--- src/rtl/irda_fir_flag_det_if.sv ---
// irda_fir_flag_det_if: chip-stream inputs and flag/framing outputs of the
// FIR flag detector. The master side is the chip sampler plus whoever consumes
// the framing flags; the slave side is the detector itself.
interface irda_fir_flag_det_if;

    localparam int unsigned CNT_W = 4;

    // chip sampler side
    logic             fir_rx8_enable;
    logic             fir_rx_i;
    logic             fir_det_enable;

    // detector side
    logic             pa_lock;
    logic [CNT_W-1:0] pa_count;
    logic             sta_detect;
    logic             sto_detect;
    logic             in_frame;
    logic             frame_abort;

    modport master (
        output fir_rx8_enable,
        output fir_rx_i,
        output fir_det_enable,
        input  pa_lock,
        input  pa_count,
        input  sta_detect,
        input  sto_detect,
        input  in_frame,
        input  frame_abort
    );

    modport slave (
        input  fir_rx8_enable,
        input  fir_rx_i,
        input  fir_det_enable,
        output pa_lock,
        output pa_count,
        output sta_detect,
        output sto_detect,
        output in_frame,
        output frame_abort
    );

endinterface

--- src/rtl/irda_fir_flag_det.sv ---
// irda_fir_flag_det: receive-side FIR preamble / start flag / stop flag
// detector. Locks chip phase on the preamble, qualifies STA on that phase,
// frames the data section and flags STO on symbol boundaries.
// Optional build macro IRDA_FIR_STO_TIMEOUT_EN adds a data-symbol timeout that
// aborts the frame after TIMEOUT_SYMS symbols without STO; without it
// frame_abort is tied low and TIMEOUT_SYMS has no effect.
module irda_fir_flag_det #(
    parameter int unsigned PA_MIN       = 4,
    parameter int unsigned TIMEOUT_SYMS = 8400
) (
    input  logic               clk,
    input  logic               wb_rst_i,
    irda_fir_flag_det_if.slave bus
);

    localparam int unsigned SH_W  = 32;
    localparam int unsigned PH_W  = 4;
    localparam int unsigned CNT_W = 4;
    localparam int unsigned SYM_W = 16;

    // Patterns as they sit in the shift register: chip 0 is the MSB.
    localparam logic [15:0]      PA_PAT      = 16'h80A8;      // chips 0,8,10,12
    localparam logic [15:0]      STA_HALF    = 16'h0C0C;      // chips 4,5,12,13
    localparam logic [SH_W-1:0]  STA_PAT     = 32'h0C0C_6060; // chips 4,5,12,13,17,18,25,26
    localparam logic [SH_W-1:0]  STO_PAT     = 32'h0C0C_0606; // chips 4,5,12,13,21,22,29,30
    localparam logic [CNT_W-1:0] PA_LOCK_CNT = CNT_W'(PA_MIN);
    localparam logic [CNT_W-1:0] PA_CNT_MAX  = '1;
    localparam logic [PH_W-1:0]  PH_LAST     = '1;

    typedef enum logic [2:0] {
        ST_HUNT,
        ST_PA_SYNC,
        ST_PREAMBLE,
        ST_STA_CHK,
        ST_DATA
    } state_t;

    state_t           state;
    logic [SH_W-1:0]  sh;
    logic [PH_W-1:0]  phase;
    logic [CNT_W-1:0] pa_count_q;
    logic             pa_lock_q;
    logic             sta_q;
    logic             sto_q;
    logic             in_frame_q;

    logic [SH_W-1:0]  sh_next;
    logic             pa_hit;
    logic             sta_half_hit;
    logic             sta_hit;
    logic             sto_hit;
    logic             boundary;
    logic             sym_edge;

    // Pattern matches are taken on the register contents after this strobe's shift.
    assign sh_next      = {sh[SH_W-2:0], bus.fir_rx_i};
    assign pa_hit       = (sh_next[15:0] == PA_PAT);
    assign sta_half_hit = (sh_next[15:0] == STA_HALF);
    assign sta_hit      = (sh_next == STA_PAT);
    assign sto_hit      = (sh_next == STO_PAT);
    assign boundary     = (phase == PH_LAST);
    assign sym_edge     = (phase[1:0] == 2'b11);

`ifdef IRDA_FIR_STO_TIMEOUT_EN
    localparam logic [SYM_W-1:0] SYM_LIMIT = SYM_W'(TIMEOUT_SYMS);

    logic [SYM_W-1:0] sym_cnt;
    logic [SYM_W-1:0] sym_inc;
    logic             timeout_hit;
    logic             abort_q;

    // Saturating symbol count as it will be after this symbol boundary.
    assign sym_inc     = (sym_cnt == '1) ? sym_cnt : sym_cnt + SYM_W'(1);
    assign timeout_hit = (sym_inc >= SYM_LIMIT);
`else
    logic unused_timeout;

    // Timeout length is meaningless without the timeout logic.
    assign unused_timeout = ^SYM_W'(TIMEOUT_SYMS);
`endif

    // Detector FSM, shift register, phase and all registered outputs.
    always_ff @(posedge clk) begin
        sta_q <= 1'b0;
        sto_q <= 1'b0;
`ifdef IRDA_FIR_STO_TIMEOUT_EN
        abort_q <= 1'b0;
`endif
        if (wb_rst_i || !bus.fir_det_enable) begin
            state      <= ST_HUNT;
            sh         <= '0;
            phase      <= '0;
            pa_count_q <= '0;
            pa_lock_q  <= 1'b0;
            in_frame_q <= 1'b0;
`ifdef IRDA_FIR_STO_TIMEOUT_EN
            sym_cnt    <= '0;
`endif
        end else if (bus.fir_rx8_enable) begin
            sh    <= sh_next;
            phase <= phase + PH_W'(1);
            case (state)
                ST_HUNT: begin
                    // A PA match defines chip phase: the next boundary is 16 chips on.
                    if (pa_hit) begin
                        pa_count_q <= CNT_W'(1);
                        phase      <= '0;
                        state      <= ST_PA_SYNC;
                    end else begin
                        pa_count_q <= '0;
                    end
                end
                ST_PA_SYNC: begin
                    if (boundary) begin
                        if (pa_hit) begin
                            pa_count_q <= pa_count_q + CNT_W'(1);
                            if ((pa_count_q + CNT_W'(1)) == PA_LOCK_CNT) begin
                                pa_lock_q <= 1'b1;
                                state     <= ST_PREAMBLE;
                            end
                        end else begin
                            pa_count_q <= '0;
                            state      <= ST_HUNT;
                        end
                    end
                end
                ST_PREAMBLE: begin
                    // PA and the first STA half are disjoint, PA is checked first.
                    if (boundary) begin
                        if (pa_hit) begin
                            if (pa_count_q != PA_CNT_MAX) begin
                                pa_count_q <= pa_count_q + CNT_W'(1);
                            end
                        end else if (sta_half_hit) begin
                            state <= ST_STA_CHK;
                        end else begin
                            pa_lock_q  <= 1'b0;
                            pa_count_q <= '0;
                            state      <= ST_HUNT;
                        end
                    end
                end
                ST_STA_CHK: begin
                    if (boundary) begin
                        if (sta_hit) begin
                            sta_q      <= 1'b1;
                            in_frame_q <= 1'b1;
                            pa_lock_q  <= 1'b0;
                            state      <= ST_DATA;
`ifdef IRDA_FIR_STO_TIMEOUT_EN
                            sym_cnt    <= '0;
`endif
                        end else begin
                            pa_lock_q  <= 1'b0;
                            pa_count_q <= '0;
                            state      <= ST_HUNT;
                        end
                    end
                end
                ST_DATA: begin
                    // STO holds an illegal 4PPM chip pair, so data cannot alias it.
                    if (sym_edge) begin
`ifdef IRDA_FIR_STO_TIMEOUT_EN
                        sym_cnt <= sym_inc;
`endif
                        if (sto_hit) begin
                            sto_q      <= 1'b1;
                            in_frame_q <= 1'b0;
                            pa_count_q <= '0;
                            state      <= ST_HUNT;
                        end
`ifdef IRDA_FIR_STO_TIMEOUT_EN
                        else if (timeout_hit) begin
                            abort_q    <= 1'b1;
                            in_frame_q <= 1'b0;
                            pa_count_q <= '0;
                            state      <= ST_HUNT;
                        end
`endif
                    end
                end
                default: begin
                    pa_lock_q  <= 1'b0;
                    pa_count_q <= '0;
                    in_frame_q <= 1'b0;
                    state      <= ST_HUNT;
                end
            endcase
        end
    end

    assign bus.pa_lock    = pa_lock_q;
    assign bus.pa_count   = pa_count_q;
    assign bus.sta_detect = sta_q;
    assign bus.sto_detect = sto_q;
    assign bus.in_frame   = in_frame_q;
`ifdef IRDA_FIR_STO_TIMEOUT_EN
    assign bus.frame_abort = abort_q;
`else
    assign bus.frame_abort = 1'b0;
`endif

endmodule

--- src/flat_wrapper.sv ---
// flat-port wrapper written by rule: the top's interface ports become plain ports
module irda_fir_flag_det_flat 
#(
    parameter int unsigned PA_MIN       = 4,
    parameter int unsigned TIMEOUT_SYMS = 8400
)
  (clk, wb_rst_i, bus_fir_rx8_enable, bus_fir_rx_i, bus_fir_det_enable, bus_pa_lock, bus_pa_count, bus_sta_detect, bus_sto_detect, bus_in_frame, bus_frame_abort);
  irda_fir_flag_det_if bus_i ();
  input  logic clk;
  input  logic wb_rst_i;
  input wire logic [$bits(bus_i.fir_rx8_enable)-1:0] bus_fir_rx8_enable;
  input wire logic [$bits(bus_i.fir_rx_i)-1:0] bus_fir_rx_i;
  input wire logic [$bits(bus_i.fir_det_enable)-1:0] bus_fir_det_enable;
  output wire logic [$bits(bus_i.pa_lock)-1:0] bus_pa_lock;
  output wire logic [$bits(bus_i.pa_count)-1:0] bus_pa_count;
  output wire logic [$bits(bus_i.sta_detect)-1:0] bus_sta_detect;
  output wire logic [$bits(bus_i.sto_detect)-1:0] bus_sto_detect;
  output wire logic [$bits(bus_i.in_frame)-1:0] bus_in_frame;
  output wire logic [$bits(bus_i.frame_abort)-1:0] bus_frame_abort;
  assign bus_i.fir_rx8_enable = bus_fir_rx8_enable;
  assign bus_i.fir_rx_i = bus_fir_rx_i;
  assign bus_i.fir_det_enable = bus_fir_det_enable;
  assign bus_pa_lock = bus_i.pa_lock;
  assign bus_pa_count = bus_i.pa_count;
  assign bus_sta_detect = bus_i.sta_detect;
  assign bus_sto_detect = bus_i.sto_detect;
  assign bus_in_frame = bus_i.in_frame;
  assign bus_frame_abort = bus_i.frame_abort;
  irda_fir_flag_det #(.PA_MIN(PA_MIN), .TIMEOUT_SYMS(TIMEOUT_SYMS)) u_core (.clk(clk), .wb_rst_i(wb_rst_i), .bus(bus_i));
endmodule
--- config.mk ---
export PLATFORM = sky130hd
export DESIGN_NAME = irda_fir_flag_det_flat
export DESIGN_NICKNAME = d
export VERILOG_FILES = /design/src/rtl/irda_fir_flag_det_if.sv /design/src/rtl/irda_fir_flag_det.sv /design/src/flat_wrapper.sv
export SDC_FILE = /design/constraint.sdc
export NUM_CORES = 1
export LEC_CHECK = 0
export BUFFER_PORTS_ARGS = -buffer_cell sky130_fd_sc_hd__buf_2
export CAP_MARGIN = 20
export CORE_MARGIN = 2
export CORE_UTILIZATION = 40
export DETAILED_ROUTE_END_ITERATION = 10
export HOLD_SLACK_MARGIN = 0.05
export PLACE_DENSITY = 0.62
export SYNTH_ARGS = -nofsm -noshare
export SYNTH_HDL_FRONTEND = slang
export SYNTH_SLANG_ARGS = --single-unit
--- constraint.sdc ---
create_clock -name clk -period 2.25 [get_ports clk]
set_input_delay 0.225 -clock clk [delete_from_list [all_inputs] [get_ports clk]]
set_output_delay 0.225 -clock clk [all_outputs]
set_load 0.02 [all_outputs]
==> summary.md, run 1 <==
| Metric | Value |
|---|---|
| Number of distinct library cells after synthesis | `54` |
| Clk_lat worst skew | `~0.30 ns` |
| Vias | `~1800` |
| Post-CTS Setup Inserts | `0` |
| H-tree depth | `2` |
| Largest net degree at the start of global routing | `40` |
| Area delta synth->final | `17.2%` |
| Flop-to-flop setup slack | `~0.1 ns` |
| Initial antenna violation count | `0` |
| CTS tree | `built` |
| Final period utilization | `around 96%` |
| Critical path peak fanout | `9` |
| Pwr Density | `about 580 mW/mm²` |
| Die area | `0.00626 mm²` |
| Initial Util | `between 40% and 50%` |
| Die Y | `between 70 and 80 µm` |
| Most frequent cell after synthesis | `dfxtp_1` |
| Root Buffer | `clkbuf_8` |
| Gr usage total | `16.3%` |
| Largest cells by area after synthesis | `dfxtp_1 41%, mux2i_1 16%, nor2_1 7.2%` |
| Drt via density | `between 5 and 6` |
| Cell Rows | `27` |
| Vias in the first global route | `1728` |
| Min Tclk post-route | `2.15 ns` |
| Fin. Hold Viols | `0` |
| Slew margin rel. | `59.3%` |
| Lkg Pwr | `1.05 nW` |
| Fin. max-slew vios | `0` |
| Largest area contributor in the netlist | `dfxtp_1` |
| Seq cells post-synth | `46` |
| I/O Buffers | `12` |
| First-pass GRT wire length | `8110 µm` |
| CTS Sinks | `46` |
| WP data arrival | `about 2.4 ns` |
| Crit. End Element | `flop` |
| Reg-to-Reg Start | `u_core.bus.pa_count[0]$_SDFFE_PP0P_` |
| Util after Layout | `48.4%` |
| Nets | `278` |
| DR iter-0 viols | `54` |
| WL final | `~4700 µm` |
| Outcome | `completed` |
| Worst vdd ir | `around 0.29 mV` |
| Worst-path clk slew | `~0.090 ns` |
| Routed WL per cell | `13.8 µm` |
| Tightest Hold Check Type | `input pin to flop` |
| Worst setup margin | `between 0.09 and 0.1 ns` |
| Core area | `~0.0055 mm²` |
| CTS max path bufs | `2` |
| Layout cells sized above 1 | `between 20% and 30%` |
| Mapped Nets | `roughly 260` |
| Crit-path cells | `ha_1, and3b_1, a31o_2, or4b_1, o311ai_2, nor3_1, o2bb2a_1` |
| CP Launch Type | `flop` |
| Hold path depth | `3` |
| WS Path Type | `flop to flop` |
| CTS hold repair buffers | `0` |
| Number of remaining DRC errors | `0` |
| Post-synth top cells | `46 x dfxtp_1, 43 x nor2_1, 35 x mux2i_1` |
| Grt ovf | `0` |
| Worst Hold End | `u_core.sh[0]$_SDFFE_PP0P_` |
| Seq/Total Area, Yosys | `40.8%` |
| Fmax | `465 MHz` |
| Mapped Avg Cell Area | `9.14 µm²` |
| Post-Place Setup Slack | `about 0.056 ns` |
| Worst r2r dst | `u_core.state[1]$_SDFFE_PP0P_` |
| Worst EP required | `about 2.5 ns` |
| Placer Congestion | `0.814` |
| Cell Area, Placed | `roughly 0.0025 mm²` |
| Hpwl dp | `approximately 3300 µm` |
| Hold path start | `bus_fir_rx_i` |
| Post-route setup TNS | `0 ns` |
| First-pass iteration count of the detailed router | `7` |
| Post-synth top area share | `40.8%` |
| IO Pins | `14` |
| Number of diodes | `0` |
| Cell count after synthesis | `247` |
| Setup violations, final | `0` |
| Synth Cell Area | `~0.0023 mm²` |
| Ys flop type | `dfxtp_1` |
| CTS Buf Count | `5` |
| Worst Clk Skew | `between 0.006 and 0.007 ns` |
| Number of enable flip-flop cells after synthesis | `0` |
| Worst-Margin Slew | `slightly above 0.6 ns` |
| Die width | `~79 µm` |
| Design Power | `1.53 mW` |
| Yosys warning total | `0` |
| Fillcell total | `~570` |
| Resized cells post-CTS | `0` |
| CP max stage cell | `or4b_1` |
| Path depth of the worst reg2reg path | `7` |
| Ys async rst share | `0%` |
| Crit path largest cell delay | `0.50 ns` |
| Final instance area | `0.00265 mm²` |
| Max-Cap Viols | `0` |
| Detail Route Antenna Nets | `0` |
logic make-up after synthesis:
| family | after synthesis | synth area share (%) |
|---|---|---|
| and+or+nand+nor | 113 | 27.6 |
| DFF | 46 | 40.8 |
| muxes | 35 | 15.5 |
| AOI/OAI and AO/OA | 27 | 9.09 |
| buffers and inverters | 18 | 3.60 |
| xor gates and xnor gates | 4 | 1.55 |
| adders and majority gates | 3 | 1.66 |
| other | 1 | 0.166 |
worst max-delay path, delay by kind of cell, from the launching register on:
family,cells,cell delay (ns)
simple gates,3,0.76
flops,1,0.39
fa+ha+maj,1,0.22
compound gates,3,0.67
per-layer routing:
metal	global-route usage, %	vias to the layer above	routed length [µm]
met5	0	-	0
met4	6.03	0	62
met3	4.66	5	139
met2	24.9	32	2160
met1	21.9	865	2360
li1	-	942	-
per-stage QoR:
stage               cells  hold WS [ns]
floorplan             247         0.373
global placement      335         0.476
detailed placement    335         0.483
CTS                   343         0.202
global route          343         0.230
finish                343         0.216
layout make-up:
class / instances / area, µm² / share of cell area, %
multi-input combinational: 183 / 1310 / 49.3
sequential: 46 / 925 / 34.9
timing repair buffer: 31 / 203 / 7.66
tap: 72 / 90.1 / 3.40
clock buffer: 5 / 68.8 / 2.60
clock inverter: 3 / 43.8 / 1.65
inverter: 3 / 11.3 / 0.426
report_power, final:
part           switching [mW]  internal [mW]
combinational          0.0435         0.0296
clock                   0.303          0.333
sequential            0.00215          0.814
total                   0.348           1.18
registers in the layout, indices dropped and copies added (netlist names):
register,cells
u_core.phase,4
u_core.bus.sto_detect,1
u_core.bus.in_frame,1
u_core.bus.pa_lock,1
u_core.bus.pa_count,4
u_core.state,3
u_core.sh,31
u_core.bus.sta_detect,1
cells in the final DEF (no fill, tap or decap), drive strengths merged, types with 4 or more instances in the layout:
cell,n
o21ai,4
nand4,7
mux2i,35
nor2,43
nand2,12
nor3,8
nand2b,5
dfxtp,46
a21oi,4
clkbuf,5
nand3,6
nor4,7
buf,31
nor4bb,4
inv,4
worst max-delay path by stage:
| stage | from | endpoint | slack (ns) | cells after the start |
|---|---|---|---|---|
| final | u_core.bus.pa_count[0]$_SDFFE_PP0P_ | u_core.state[1]$_SDFFE_PP0P_ | 0.1 | 7 |
| after global placement | u_core.sh[11]$_SDFFE_PP0P_ | u_core.state[1]$_SDFFE_PP0P_ | 0.14 | 7 |
| after floorplan | u_core.bus.pa_count[1]$_SDFFE_PP0P_ | u_core.state[1]$_SDFFE_PP0P_ | 0.01 | 7 |
| after CTS | u_core.bus.pa_count[0]$_SDFFE_PP0P_ | u_core.state[1]$_SDFFE_PP0P_ | 0.04 | 7 |
| after global routing | u_core.sh[17]$_SDFFE_PP0P_ | u_core.bus.pa_count[3]$_SDFFE_PP0P_ | -0.02 | 6 |
| after detailed placement | u_core.bus.pa_count[0]$_SDFFE_PP0P_ | u_core.state[1]$_SDFFE_PP0P_ | 0.06 | 7 |
(Power assumes the default switching activity.)
==> inputs of run 2 (changes only) <==
- REMOVE_ABC_BUFFERS: default -> 1
==> summary.md, run 2 (synthesis results as in run 1) <==
| Metric | Value |
|---|---|
| WP buf/inv | `0` |
| Die Y | `~80 µm` |
| Initial Util | `between 40 and 50%` |
| Fin. Hold Viols | `0` |
| Initial antenna violation count | `0` |
| Max FFs per register | `31` |
| Number of diodes | `0` |
| Number of remaining DRC errors | `0` |
| Max-Cap Viols | `0` |
| Outcome | `completed` |
| Detail Route Antenna Nets | `0` |
| CP Launch Type | `flop` |
| Vias | `approximately 1800` |
| Routed WL per cell | `between 10 and 15 µm` |
| CTS Sinks | `46` |
| CTS Buf Count | `5` |
| Worst EP required | `2.43 ns` |
| Crit-path cells | `ha_2, and3b_1, a31o_2, or4b_1, o311ai_1, nor3_1, o2bb2a_1` |
| WL final | `about 4600 µm` |
| Util after Layout | `between 40% and 50%` |
| Tightest Hold Check Type | `input pin to flop` |
| Most frequent cells in the layout | `45 x dfxtp_1, 43 x nor2_1, 35 x mux2i_1` |
| Hpwl dp | `around 3300 µm` |
| IO Pins | `14` |
| Fmax | `around 460 MHz` |
| Critical path's top delay family | `simple AND/OR/NAND/NOR gates` |
| Core area | `around 0.0055 mm²` |
| Final period utilization | `between 90% and 100%` |
| Worst vdd ir | `~0.44 mV` |
| Placer Congestion | `around 0.87` |
| Setup violations, final | `0` |
| CP max stage cell | `or4b_1` |
| Die area | `about 0.0063 mm²` |
| Leading cell type in the layout, fill and taps excluded | `dfxtp_1` |
| Vias in the first global route | `roughly 1700` |
| Cell Rows | `27` |
| Die width | `between 70 and 80 µm` |
| Clk_lat worst skew | `approximately 0.3 ns` |
| CTS tree | `built` |
| Worst-Margin Slew | `0.590 ns` |
| Slew margin rel. | `approximately three fifths` |
| Nets | `about 280` |
| Min Tclk post-route | `around 2.2 ns` |
| First-pass iteration count of the detailed router | `4` |
| Hold slack | `about 0.23 ns` |
| Worst Clk Skew | `0.0112 ns` |
| WS Path Type | `flop to flop` |
| CTS hold repair buffers | `0` |
| CTS max path bufs | `2` |
| Worst-path clk slew | `0.09 ns` |
| Root Buffer | `clkbuf_8` |
| Design Power | `about 1.6 mW` |
| Crit. End Element | `flop` |
| Gr usage total | `15.2%` |
| Layout cells sized above 1 | `20.8%` |
| Largest net degree at the start of global routing | `40` |
| Critical path peak fanout | `5` |
| DR iter-0 viols | `about 110` |
| Pwr Density | `~630 mW/mm²` |
| Lkg Pwr | `1.05 nW` |
| H-tree depth | `2` |
| Crit path largest cell delay | `~0.47 ns` |
| Fin. max-slew vios | `0` |
| First-pass GRT wire length | `approximately 7600 µm` |
| Post-CTS Setup Inserts | `0` |
| Grt ovf | `0` |
| I/O Buffers | `12` |
| WP data arrival | `around 2.4 ns` |
| Largest Register | `u_core.sh` |
| Area delta synth->final | `16.1%` |
| Drt via density | `5.38` |
## run 2: worst paths after layout
| check | startpoint | endpoint | slack, ns | cells after the start |
|---|---|---|---|---|
| hold reg to reg | u_core.phase[3]$_SDFFE_PP0P_ | u_core.bus.sta_detect$_SDFF_PP0_ | 0.50 | 2 |
| setup reg to reg | u_core.bus.pa_count[1]$_SDFFE_PP0P_ | u_core.state[1]$_SDFFE_PP0P_ | 0.07 | 7 |
| setup / recovery | u_core.bus.pa_count[1]$_SDFFE_PP0P_ | u_core.state[1]$_SDFFE_PP0P_ | 0.07 | 7 |
| hold / removal | bus_fir_rx_i | u_core.sh[0]$_SDFFE_PP0P_ | 0.23 | 3 |
## run 2: power by group
| group | internal, mW | switching [mW] |
|---|---|---|
| combinational | 0.0295 | 0.0435 |
| clock | 0.474 | 0.275 |
| sequential | 0.815 | 0.00211 |
## run 2: cell type report
cell class	count	area, µm²
fill	540	2850
timing repair buffer	29	188
multi-input combinational	183	1270
clock inverter	2	60.1
sequential	46	922
clock buffer	6	82.6
tap	72	90.1
inverter	3	11.3
## run 2: routing by layer
metal | track usage (%) | share of wire [%]
met5 | 0 | 0
met4 | 4.66 | 1.1
met3 | 3.07 | 4.1
met2 | 24.8 | 47
met1 | 20.2 | 48
## run 2: tightest hold or removal path: stages
cell	delay, ns
buf_2	0.12
mux2i_1	0.07
nor2_1	0.07
## run 2: timing repair
action | 4_1_cts | 5_1_grt
gates resized for setup | 0 | 4
setup endpoints to repair | 0 | 3
hold endpoints to repair | 0 | 0
## run 2: stage by stage
stage / setup WS [ns] / cell area [µm²] / setup TNS (ns) / instances
6_report: 0.0725 / 2620 / 0 / 341
5_1_grt: -0.0289 / 2620 / -0.0664 / 341
4_1_cts: 0.0383 / 2610 / 0 / 341
3_5_place_dp: 0.0445 / 2460 / 0 / 333
3_3_place_gp: 0.0901 / 2460 / 0 / 333
2_1_floorplan: -0.0147 / 2190 / -0.0147 / 232
==> inputs of run 3 (changes only) <==
- CORE_UTILIZATION: 40 -> 54
- PLACE_DENSITY: 0.62 -> 0.78
==> summary.md, run 3 (synthesis results as in run 1) <==
| Metric | Value |
|---|---|
| Outcome | `completed` |
| Largest net degree at the start of global routing | `40` |
| Drt via density | `around 5.7` |
| Util after Layout | `64.2%` |
| Layout cells sized above 1 | `around a fifth` |
| WS Path Type | `flop to flop` |
| IO Pins | `14` |
| Routed WL per cell | `13.8 µm` |
| Area delta synth->final | `13.7%` |
| Crit-path cells | `ha_2, and3b_1, a31o_2, or4b_1, o311ai_1, nor3_1, o2bb2a_1` |
| Gr usage total | `20.0%` |
| Initial antenna violation count | `0` |
| Worst Clk Skew | `0.0121 ns` |
| Vias | `1800` |
| Met2 wire len | `around 2000 µm` |
| WP data arrival | `2.33 ns` |
| Final instance area | `about 0.0026 mm²` |
| Tightest Hold Check Type | `input pin to flop` |
| WL final | `between 4000 and 5000 µm` |
| Met3 WL | `approximately 160 µm` |
| CTS hold repair buffers | `0` |
| Worst-Margin Slew | `0.595 ns` |
| Most frequent cells in the layout | `44 x dfxtp_1, 43 x nor2_1, 35 x mux2i_1` |
| Critical path peak fanout | `6` |
| CTS Sinks | `46` |
| Worst-path clk slew | `~0.09 ns` |
| M1 WL | `between 2000 and 2500 µm` |
| Pwr Density | `583 mW/mm²` |
| Fmax | `about 470 MHz` |
| CP max stage cell | `or4b_1` |
| Number of diodes | `0` |
| Core area | `between 0.004 and 0.005 mm²` |
| Fin. max-slew vios | `0` |
| Min Tclk post-route | `2.14 ns` |
| Leading cell type in the layout, fill and taps excluded | `dfxtp_1` |
| Clk_lat worst skew | `around 0.3 ns` |
| Fin. Hold Viols | `0` |
| Die area | `between 0.004 and 0.005 mm²` |
| CP Launch Type | `flop` |
| Placer Congestion | `approximately 0.86` |
| Max-Cap Viols | `0` |
| First-pass GRT wire length | `~7100 µm` |
| Final period utilization | `95.0%` |
| Crit path largest cell delay | `around 0.46 ns` |
| Die width | `68.7 µm` |
| Detail Route Antenna Nets | `0` |
| Cell Area, Placed | `roughly 0.0024 mm²` |
| Die Y | `68.7 µm` |
| Number of remaining DRC errors | `0` |
| DR iter-0 viols | `roughly 190` |
| Placed insts | `307` |
| H-tree depth | `2` |
| CTS Buf Count | `5` |
| Hpwl dp | `3030 µm` |
| Root Buffer | `clkbuf_8` |
| I/O Buffers | `12` |
| Lkg Pwr | `about 1.0 nW` |
| Slew margin rel. | `between 60% and 70%` |
| Top sig layer | `met4` |
| Worst EP required | `between 2 and 2.5 ns` |
| Worst vdd ir | `between 0.3 and 0.4 mV` |
| Crit. End Element | `flop` |
| CTS tree | `built` |
| CTS max path bufs | `2` |
| First-pass iteration count of the detailed router | `4` |
| Vias in the first global route | `about 1600` |
| Cell Rows | `23` |
| Grt ovf | `0` |
| Largest Register | `u_core.sh` |
| Initial Util | `around 56%` |
| Non-Filler Instances | `316` |
| Max FFs per register | `31` |
| Setup violations, final | `0` |
| Nets | `roughly 270` |
==> run 3: layout make-up <==
| class | instances | area [µm²] |
|---|---|---|
| repair buffers | 26 | 165 |
| fillers | 337 | 1430 |
| flip-flops and latches | 46 | 926 |
| well taps | 50 | 62.6 |
| clock inverters | 2 | 37.5 |
| inverters | 3 | 11.3 |
| clock buffers | 6 | 72.6 |
| multi-input cells | 183 | 1290 |
==> run 3: per-stage QoR <==
stage	setup WS (ns)	setup TNS [ns]	hold slack, ns	power [mW]
finish	0.112	0	0.260	1.50
global route	-0.00187	-0.00187	0.298	1.54
CTS	0.0122	0	0.246	1.52
detailed placement	0.0255	0	0.482	0.909
global placement	0.112	0	0.473	0.908
floorplan	-0.0147	-0.0147	0.372	0.872
==> run 3: repair_timing <==
item                                    in CTS  in global routing
gates resized for setup                      0                 10
endpoints found under the setup margin       0                  4
buffers inserted                             0                  1
==> run 3: layer usage <==
metal,up-vias,global-route usage [%]
met4,0,7.50
met2,35,32.2
li1,920,-
met5,-,0
met3,4,3.90
met1,841,26.3
==> run 3: path summary, 6_finish.rpt <==
path,start,to,slack [ns],cells past startpoint
hold reg to reg,u_core.phase[3]$_SDFFE_PP0P_,u_core.bus.sta_detect$_SDFF_PP0_,0.50,2
hold / removal,bus_fir_rx_i,u_core.sh[0]$_SDFFE_PP0P_,0.26,3
setup reg to reg,u_core.bus.pa_count[0]$_SDFFE_PP0P_,u_core.state[1]$_SDFFE_PP0P_,0.11,7
setup / recovery,u_core.bus.pa_count[0]$_SDFFE_PP0P_,u_core.state[1]$_SDFFE_PP0P_,0.11,7
==> run 3: critical path: cells and delay by family (launching register included) <==
family | cells | cell delay (ns)
AND/OR/NAND/NOR | 3 | 0.74
flip-flops | 1 | 0.39
AO/OA/AOI/OAI | 3 | 0.69
adder cells (fa/ha/maj) | 1 | 0.21
==> run 3: power by group <==
group	switching (mW)	internal (mW)
Sequential	0.00219	0.814
Clock	0.277	0.331
Combinational	0.0427	0.0296
